<file path="src/rtl/ram_arb_pkg.sv">
// ram_arb_pkg
// Shared definitions for the two-client RAM arbiter:
//   - arb_state_e : arbiter ownership states (IDLE, OWN0, OWN1)
//   - ADDR_W/DATA_W : default RAM geometry (1024 x 8)
//   - cnt_w()      : width of the burst counter for a given MAX_BURST
package ram_arb_pkg;

  typedef enum logic [1:0] {
    IDLE = 2'd0,
    OWN0 = 2'd1,
    OWN1 = 2'd2
  } arb_state_e;

  localparam int ADDR_W = 10;
  localparam int DATA_W = 8;

  // Counter must hold 0..max_burst inclusive.
  function automatic int cnt_w(input int max_burst);
    return $clog2(max_burst + 1);
  endfunction

endpackage

</file>
<file path="src/rtl/ram_arb2_rsp.sv">
// ram_arb2_rsp
// Read-return registers for the two arbiter clients. A granted read in the
// current cycle captures the RAM's async read data at the closing edge and
// raises that client's rvalid for exactly one cycle; rdata holds otherwise.
// Ports:
//   clk, rst     in   clock, synchronous active-high reset
//   rd0_i/rd1_i  in   client granted a read this cycle
//   dout_i       in   DATA_W  RAM async read data
//   rvalid0_o/rvalid1_o  out  registered read-valid pulses
//   rdata0_o/rdata1_o    out  DATA_W  registered read data
module ram_arb2_rsp
  import ram_arb_pkg::*;
#(
  parameter int DATA_W = ram_arb_pkg::DATA_W
) (
  input  logic              clk,
  input  logic              rst,
  input  logic              rd0_i,
  input  logic              rd1_i,
  input  logic [DATA_W-1:0] dout_i,
  output logic              rvalid0_o,
  output logic [DATA_W-1:0] rdata0_o,
  output logic              rvalid1_o,
  output logic [DATA_W-1:0] rdata1_o
);

  logic              rvalid0_q, rvalid1_q;
  logic [DATA_W-1:0] rdata0_q,  rdata1_q;

  // Capture read data for whichever client was granted a read.
  always_ff @(posedge clk) begin
    if (rst) begin
      rvalid0_q <= 1'b0;
      rvalid1_q <= 1'b0;
      rdata0_q  <= '0;
      rdata1_q  <= '0;
    end else begin
      rvalid0_q <= rd0_i;
      rvalid1_q <= rd1_i;
      if (rd0_i) begin
        rdata0_q <= dout_i;
      end
      if (rd1_i) begin
        rdata1_q <= dout_i;
      end
    end
  end

  assign rvalid0_o = rvalid0_q;
  assign rvalid1_o = rvalid1_q;
  assign rdata0_o  = rdata0_q;
  assign rdata1_o  = rdata1_q;

endmodule

</file>
<file path="src/rtl/ram_arb2.sv">
// ram_arb2
// Two-client arbiter/sequencer in front of a single-port async-read RAM.
// Round-robin between clients with bounded burst ownership: an owner keeps
// the RAM while it requests, but yields after MAX_BURST consecutive accesses
// if the other client is waiting. The winner's address/data/write-enable are
// muxed onto the RAM; read data is registered back to the winner.
// Ports:
//   clk, rst                   clock, synchronous active-high reset
//   reqN, weN, addrN, wdataN   client N request (held until gntN)
//   gntN                       client N accepted this cycle (combinational)
//   rvalidN, rdataN            client N registered read return
//   mem_addr/mem_din/mem_w_en  drive to RAM
//   mem_dout                   RAM async read data
module ram_arb2
  import ram_arb_pkg::*;
#(
  parameter int ADDR_W    = ram_arb_pkg::ADDR_W,
  parameter int DATA_W    = ram_arb_pkg::DATA_W,
  parameter int MAX_BURST = 4
) (
  input  logic              clk,
  input  logic              rst,
  input  logic              req0,
  input  logic              we0,
  input  logic [ADDR_W-1:0] addr0,
  input  logic [DATA_W-1:0] wdata0,
  output logic              gnt0,
  output logic              rvalid0,
  output logic [DATA_W-1:0] rdata0,
  input  logic              req1,
  input  logic              we1,
  input  logic [ADDR_W-1:0] addr1,
  input  logic [DATA_W-1:0] wdata1,
  output logic              gnt1,
  output logic              rvalid1,
  output logic [DATA_W-1:0] rdata1,
  output logic [ADDR_W-1:0] mem_addr,
  output logic [DATA_W-1:0] mem_din,
  output logic              mem_w_en,
  input  logic [DATA_W-1:0] mem_dout
);

  localparam int            CW      = cnt_w(MAX_BURST);
  localparam logic [CW-1:0] MAX_CNT = CW'(MAX_BURST);
  localparam logic [CW-1:0] CNT_ONE = CW'(32'd1);

  arb_state_e    state_q, state_d;
  logic [CW-1:0] cnt_q,   cnt_d;
  logic          last_q,  last_d;   // 1 = client 1 owned most recently

  logic sel0_s, sel1_s;

  // Winner selection: round-robin from IDLE, burst-bounded while owning.
  always_comb begin
    sel0_s = 1'b0;
    sel1_s = 1'b0;
    case (state_q)
      IDLE: begin
        if (req0 && req1) begin
          if (last_q) begin
            sel0_s = 1'b1;
          end else begin
            sel1_s = 1'b1;
          end
        end else if (req0) begin
          sel0_s = 1'b1;
        end else if (req1) begin
          sel1_s = 1'b1;
        end else begin
          sel0_s = 1'b0;
        end
      end
      OWN0: begin
        if (req0 && ((cnt_q < MAX_CNT) || !req1)) begin
          sel0_s = 1'b1;
        end else if (req1) begin
          sel1_s = 1'b1;
        end else begin
          sel0_s = 1'b0;
        end
      end
      OWN1: begin
        if (req1 && ((cnt_q < MAX_CNT) || !req0)) begin
          sel1_s = 1'b1;
        end else if (req0) begin
          sel0_s = 1'b1;
        end else begin
          sel1_s = 1'b0;
        end
      end
      default: begin
        sel0_s = 1'b0;
        sel1_s = 1'b0;
      end
    endcase
  end

  // Next-state, burst counter and last-owner update.
  always_comb begin
    state_d = state_q;
    cnt_d   = cnt_q;
    last_d  = last_q;
    if (sel0_s) begin
      if (state_q == OWN0) begin
        cnt_d = (cnt_q == MAX_CNT) ? cnt_q : cnt_q + CNT_ONE;
      end else begin
        state_d = OWN0;
        cnt_d   = CNT_ONE;
        last_d  = 1'b0;
      end
    end else if (sel1_s) begin
      if (state_q == OWN1) begin
        cnt_d = (cnt_q == MAX_CNT) ? cnt_q : cnt_q + CNT_ONE;
      end else begin
        state_d = OWN1;
        cnt_d   = CNT_ONE;
        last_d  = 1'b1;
      end
    end else begin
      state_d = IDLE;
      cnt_d   = '0;
    end
  end

  // Arbiter state registers.
  always_ff @(posedge clk) begin
    if (rst) begin
      state_q <= IDLE;
      cnt_q   <= '0;
      last_q  <= 1'b1;
    end else begin
      state_q <= state_d;
      cnt_q   <= cnt_d;
      last_q  <= last_d;
    end
  end

  // Grants and RAM mux; everything is forced idle while reset is held so a
  // write presented in the reset cycle never reaches the RAM.
  always_comb begin
    gnt0     = 1'b0;
    gnt1     = 1'b0;
    mem_addr = '0;
    mem_din  = '0;
    mem_w_en = 1'b0;
    if (rst) begin
      gnt0 = 1'b0;
      gnt1 = 1'b0;
    end else if (sel0_s) begin
      gnt0     = 1'b1;
      mem_addr = addr0;
      mem_din  = wdata0;
      mem_w_en = we0;
    end else if (sel1_s) begin
      gnt1     = 1'b1;
      mem_addr = addr1;
      mem_din  = wdata1;
      mem_w_en = we1;
    end else begin
      mem_w_en = 1'b0;
    end
  end

  ram_arb2_rsp #(
    .DATA_W (DATA_W)
  ) u_rsp (
    .clk       (clk),
    .rst       (rst),
    .rd0_i     (gnt0 & ~we0),
    .rd1_i     (gnt1 & ~we1),
    .dout_i    (mem_dout),
    .rvalid0_o (rvalid0),
    .rdata0_o  (rdata0),
    .rvalid1_o (rvalid1),
    .rdata1_o  (rdata1)
  );

endmodule

</file>
<file path="config.mk">
export PLATFORM = sky130hd
export DESIGN_NAME = ram_arb2
export DESIGN_NICKNAME = d
export VERILOG_FILES = /design/src/rtl/ram_arb_pkg.sv /design/src/rtl/ram_arb2_rsp.sv /design/src/rtl/ram_arb2.sv
export SDC_FILE = /design/constraint.sdc
export NUM_CORES = 1
export LEC_CHECK = 0
export ABC_CLOCK_PERIOD_IN_PS = 4550
export CAP_MARGIN = 20
export CORE_ASPECT_RATIO = 0.9
export CORE_UTILIZATION = 41
export CTS_CLUSTER_SIZE = 40
export DETAILED_ROUTE_END_ITERATION = 8
export GPL_TIMING_DRIVEN = 0
export PLACE_DENSITY_LB_ADDON = 0.05
export SLEW_MARGIN = 20
export SYNTH_ARGS = -nofsm -noshare
export SYNTH_HDL_FRONTEND = slang
export SYNTH_SLANG_ARGS = --single-unit
</file>
<file path="constraint.sdc">
create_clock -name clk -period 4.55 [get_ports clk]
set_clock_uncertainty 0.15 [all_clocks]
set_input_delay 1.365 -clock clk [delete_from_list [all_inputs] [get_ports clk]]
set_output_delay 1.365 -clock clk [all_outputs]
set_load 0.01 [all_outputs]
</file>
# Word-level counts from Yosys, hierarchy flattened
# Cells that the tools add are included.
# Widths: inputs -> output; s select.
[classes]
magnitude_cmp = 1
bitwise_logic = 4
n_reduce_logical = 11
add_sub_neg = 1
n_mux = 40
n_eq_ne = 6
[ops]
columns = ["operator", "n"]
rows = [
  ["$mux 10", 3],
  ["$mux 8", 3],
  ["$mux 1", 23],
  ["$mux 3", 5],
  ["$mux 2", 4],
  ["$pmux 1 s3", 2],
  ["$ne 2x2->1 const B", 2],
  ["$add 3x1->3 const B", 1],
  ["$eq 3x3->1 const B", 1],
  ["$logic_and 1x1->1", 3],
  ["$lt 3x3->1 const B", 1],
  ["$ne 3x3->1 const B", 1],
  ["$reduce_and 3->1", 1],
  ["$and 1x1->1", 2],
  ["$eq 2x1->1 const B", 1],
  ["$eq 2x2->1 const B", 1],
  ["$logic_not 1->1", 2],
  ["$logic_not 2->1", 1],
  ["$logic_or 1x1->1", 2],
  ["$not 1->1", 2],
  ["$reduce_and 2->1", 1],
  ["$reduce_bool 2->1", 1],
]
[word_totals]
out_inout_bits = 39
input_bits = 50
register_bits = 24
wordCells = 70

# Depth between registers and ports, before layout
[logic_depth]
depth_word = 9
mapped_depth = 6
depth_no_buf = 6

# By module
# A second synthesis with hierarchy kept.
[unflattened]
hier_cells = 176
area_unflattened_um2 = 1584.0
[modules_own_cells]
columns = ["module", "cells_each", "instances", "area_each_um2", "seq_area_each_um2"]
rows = [
  ["ram_arb2", 120, 1, 944.7, 120.1],
  ["ram_arb2_rsp", 56, 1, 639.4, 360.3],
]

# Least setup slack after synthesis
# OpenSTA, ideal clock, no wires.
[synth_timing]
kind = "input port to output port"
from = "in req0"
to = "out mem_addr[0]"
stages = 6
path_slack_ns = 0.663
arrival_time_ns = 2.372
path_buffers = 2
required_ns = 3.035
cell_sequence = "buf_6 -> a21o_1 -> a21oi_1 -> nand2_1 -> buf_2 -> o22ai_1"
[synth_between]
elab_chain_len = 8
word_cells_on_any_way = 18
classes_between = "mux: 13; reduce/logical: 5"
[synth_lines]
columns = ["element", "line_no", "source"]
rows = [
  ["start: declaration", "ram_arb2.sv:23", "input logic req0,"],
  ["$logic_not 1->1", "ram_arb2.sv:83", "if (req1 && ((cnt_q < MAX_CNT) || !req0)) begin"],
  ["$logic_or 1x1->1", "ram_arb2.sv:83", ""],
  ["$logic_and 1x1->1", "ram_arb2.sv:83", ""],
  ["$mux 1", "ram_arb2.sv:83", ""],
  ["$pmux 1 s3", "ram_arb2.sv:57", "case (state_q)"],
  ["$mux 10", "ram_arb2.sv:154", "end else if (sel1_s) begin"],
  ["$mux 10 *", "ram_arb2.sv:149", "end else if (sel0_s) begin"],
  ["$mux 10 *", "ram_arb2.sv:146", "if (rst) begin"],
  ["end: declaration", "ram_arb2.sv:37", "output logic [ADDR_W-1:0] mem_addr,"],
]
# Mark *: on every way between the ends. The rest lies on a longest branch, timed or not.

# Worst setup path after layout
[layout_timing]
from = "in req1"
to = "out mem_din[4]"
[layout_between]
elab_chain_len = 8
word_cells_on_any_way = 18
classes_between = "mux: 13; reduce/logical: 5"
[layout_lines]
columns = ["element", "line_no", "source"]
rows = [
  ["start: declaration", "ram_arb2.sv:30", "input logic req1,"],
  ["$logic_not 1->1", "ram_arb2.sv:74", "if (req0 && ((cnt_q < MAX_CNT) || !req1)) begin"],
  ["$logic_or 1x1->1", "ram_arb2.sv:74", ""],
  ["$logic_and 1x1->1", "ram_arb2.sv:74", ""],
  ["$mux 1", "ram_arb2.sv:74", ""],
  ["$pmux 1 s3", "ram_arb2.sv:57", ""],
  ["$mux 8", "ram_arb2.sv:154", ""],
  ["$mux 8 *", "ram_arb2.sv:149", ""],
  ["$mux 8 *", "ram_arb2.sv:146", ""],
  ["end: declaration", "ram_arb2.sv:38", "output logic [DATA_W-1:0] mem_din,"],
]
# Marked as above.

==> metrics.md <==
| Metric | Value |
|---|---|
| Run status | finished clean |
| Slew margin rel. | 67.19% |
| Crit path buf inv count | 4 |
| Die Area | 0.003915 mm^2 |
| Worst r2r src | cnt_q[2] |
| Clk sink count | 24 |
| Total track usage | around a quarter |
| Antenna diode count | 0 |
| Fillcell total | just under 300 |
| Post-synthesis net count | 248 |
| Post-synthesis register bit count | 24 |
| Post-synth EDFFs | 0 |
| Clk_lat worst skew | about 270 ps |
| Fmax achieved | 227.0 MHz |
| VDD IR-drop max | 0.1150 mV |
| Worst path cell trace | clkbuf_2 -> nor4b_2 -> a31oi_1 -> nand3_1 -> buf_4 -> buf_2 -> o22ai_1 -> dlygate4sd2_1 |
| Setup crit end kind | primary output |
| I/O pin count | 89 |
| Drt first pass iters | 4 |
| Root Buffer | clkbuf_8 |
| Worst path slowest cell | dlygate4sd2_1 |
| Post-Syn Area | between 0.0015 and 0.002 mm^2 |
| Tmin final | 4405 ps |
| Final Max Slew Viols | 0 |
| Via density | 5.251 |
| Final Hold Fails | 0 |
| Worst min-delay path class | flop to flop |
| Worst path required time | approximately 3000 ps |
| Iteration-0 DRC Markers | 100 |
| Leakage | 1.042 nW |
| Die height | about 59 um |
| Synth unique cells | 35 |
| DP HPWL | 3.599 mm |
| Hold endpoint | u_rsp.rdata0_o[0] |
| Final nets | approximately 340 |
| Initial antenna violation count | 0 |
| Hold WS | roughly 320 ps |
| Max Cap Violations | 0 |
| Reg clk slew, reported paths | ~90 ps |
| Maximum number of pins on one net before global-route repair | 15 |
| R2R setup slack | between 2000 and 3000 ps |
| # DRC | 0 |
| Final setup violation count | 0 |
| Post-route ant nets | 0 |
| Core area | between 0.003 and 0.004 mm^2 |
| Critical Path AT | a little under 3000 ps |
| Post-Synthesis Cells | roughly 200 |
| Vias in the first global route | between 1500 and 2000 |
| CTS tree | done |
| Final WL | roughly 4.7 mm |
| Sequential fraction of the synthesis area | a little under a third |
| Via count | 1759 |
| Area growth, synth to finish | 68.47% |
| Row cnt | 20 |
| Area after DPL | approximately 0.0024 mm^2 |
| Starting density of the core | between 40% and 50% |
| Gr ovfl total | 0 |
| R2r endpoint | u_rsp.rdata0_o[7] |
| Main synth FF type | dfxtp_1 |
| Critical path class | input port to primary output |
| Worst Path Max Fanout | 10 |
| Final core utilization | 73.91% |
| Worst Hold Depth | 2 |
| Share of cells above drive strength 1 | between 10% and 20% |
| First-pass GRT wire length | approximately 7.6 mm |
| Drt wl/cell | approximately 14 um |
| Fin area | about 0.0025 mm^2 |
| Ys Warns | 0 |
| CP Launch Type | input port |
| RePlAce Congestion | 0.8533 |
| Overall power | around 610 uW |
| Port buffer count | 87 |
| Clock Path Buffers | 2 |
| FF-to-FF path depth | 6 |
| Worst-Margin Slew | a little under 500 ps |
| Mean area per synthesized cell | 7.673 um^2 |
| # hold bufs at CTS | 0 |
| H-tree depth | 1 |
| Slowest stage delay, CP | ~290 ps |
| RSZ-0062 raised after global routing | false |
| Family with the most delay on the worst path | buffers and inverters |
| Pwr dens | approximately 240 mW/mm^2 |
| Chip width | 65.84 um |
| CTS buffer count | 3 |
| Tcrit/Tclk final | 96.82% |
| Ys async rst share | 0% |
| Worst hold start | u_rsp.rdata0_o[0] |
==> flip-flops by register name, indices dropped and copies added, names as in the netlist <==
register,cells
u_rsp.rdata0_o,8
last_q,1
u_rsp.rvalid0_o,1
state_q,2
cnt_q,3
u_rsp.rvalid1_o,1
u_rsp.rdata1_o,8
==> worst max path at each step <==
stage,from,depth (start not counted),end
detailed placement,req1,7,mem_addr[1]
global placement,req1,7,mem_din[4]
CTS,req1,7,gnt0
global route,rst,7,mem_addr[1]
finish,req1,8,mem_din[4]
floorplan,req0,6,mem_addr[0]
==> Yosys cell counts (2+ instances only) <==
cell / n / share of area [%]
a21oi_1: 13 / 4.3
o21ai_2: 2 / 1.2
a211o_1: 3 / 1.7
clkbuf_1: 2 / 0.50
nand2b_1: 16 / 6.7
buf_2: 10 / 3.3
o22ai_1: 19 / 7.9
clkbuf_8: 2 / 1.8
ha_1: 2 / 1.7
nor2_1: 5 / 1.2
a31oi_1: 2 / 0.83
nand3_1: 12 / 4.0
nor3_1: 2 / 0.67
dfxtp_1: 24 / 32
mux2i_1: 9 / 6.0
nand3b_1: 2 / 1.0
o21ai_1: 7 / 2.3
nand2_1: 42 / 10
nand4b_1: 2 / 1.2
o21ai_0: 2 / 0.67
inv_1: 3 / 0.75
nor2b_1: 2 / 0.83
==> placed cells by master (no fill, tap or decap), types with 3 or more instances in the layout <==
master	n
dlygate4sd2_1	16
nand3_1	12
mux2i_1	9
nand2_1	42
a21oi_1	11
clkbuf_8	5
nor2_1	5
clkdlybuf4s15_1	3
buf_4	7
a211o_1	3
dfxtp_1	24
clkdlybuf4s50_1	66
o21ai_1	8
o22ai_1	19
nand2b_1	16
buf_2	6
==> timing repair <==
action                     in CTS  in global routing
setup buffers                   2                  2
resized for setup              27                  9
setup endpoints to repair      21                  4
cloned                          0                  0
pin swaps                       1                  1
==> kinds of logic (layout without fill, tap and decap cells) <==
family          after synthesis  after routing  share of synthesized area [%]
fa+ha+maj                     2              2                          1.664
xor+xnor                      1              1                         0.5825
flops                        24             24                          31.95
compound gates               54             54                          24.21
simple gates                 87             87                          28.20
buf+inv                      19            114                          7.405
mux                           9              9                          5.990
==> per-stage QoR <==
step	setup slack (ps)	setup TNS (ps)	instances
after floorplan	662.8	0	196
after global placement	-409.2	-7766	327
after detailed placement	-436.0	-8024	327
after CTS	5.311	0	333
after global routing	32.89	0	335
final	144.8	0	335
==> worst min-delay path, cell delays in order (launching register included) <==
cell	delay [ps]
dfxtp_1	320
nand2b_1	60
mux2i_1	50
==> power breakdown <==
group	switching (mW)	internal (mW)	total (mW)
registers	0.00845	0.220	0.228
clock network	0.0722	0.118	0.190
logic	0.0875	0.105	0.193
total	0.168	0.443	0.611
==> area by class of cell <==
| class | instances | area (um^2) | area share [%] |
|---|---|---|---|
| clock inverter | 1 | 30.03 | 1.185 |
| multi-input combinational | 153 | 925.9 | 36.54 |
| timing repair buffer | 91 | 878.3 | 34.67 |
| buffer | 16 | 111.4 | 4.395 |
| tap | 44 | 55.05 | 2.173 |
| clock buffer | 3 | 41.29 | 1.630 |
| sequential | 24 | 480.5 | 18.96 |
| inverter | 3 | 11.26 | 0.4444 |
==> per-layer routing <==
| layer | wire length (um) | up-vias | track usage, % | share of wire, % |
|---|---|---|---|---|
| met5 | 0 | - | 0 | 0 |
| met4 | 48 | 0 | 6.522 | 1.0 |
| met3 | 290 | 5 | 6.923 | 6.1 |
| met2 | 2235 | 50 | 41.25 | 47 |
| met1 | 2163 | 816 | 32.30 | 46 |
| li1 | - | 888 | - | - |
Power figures use the tool's default switching activity.
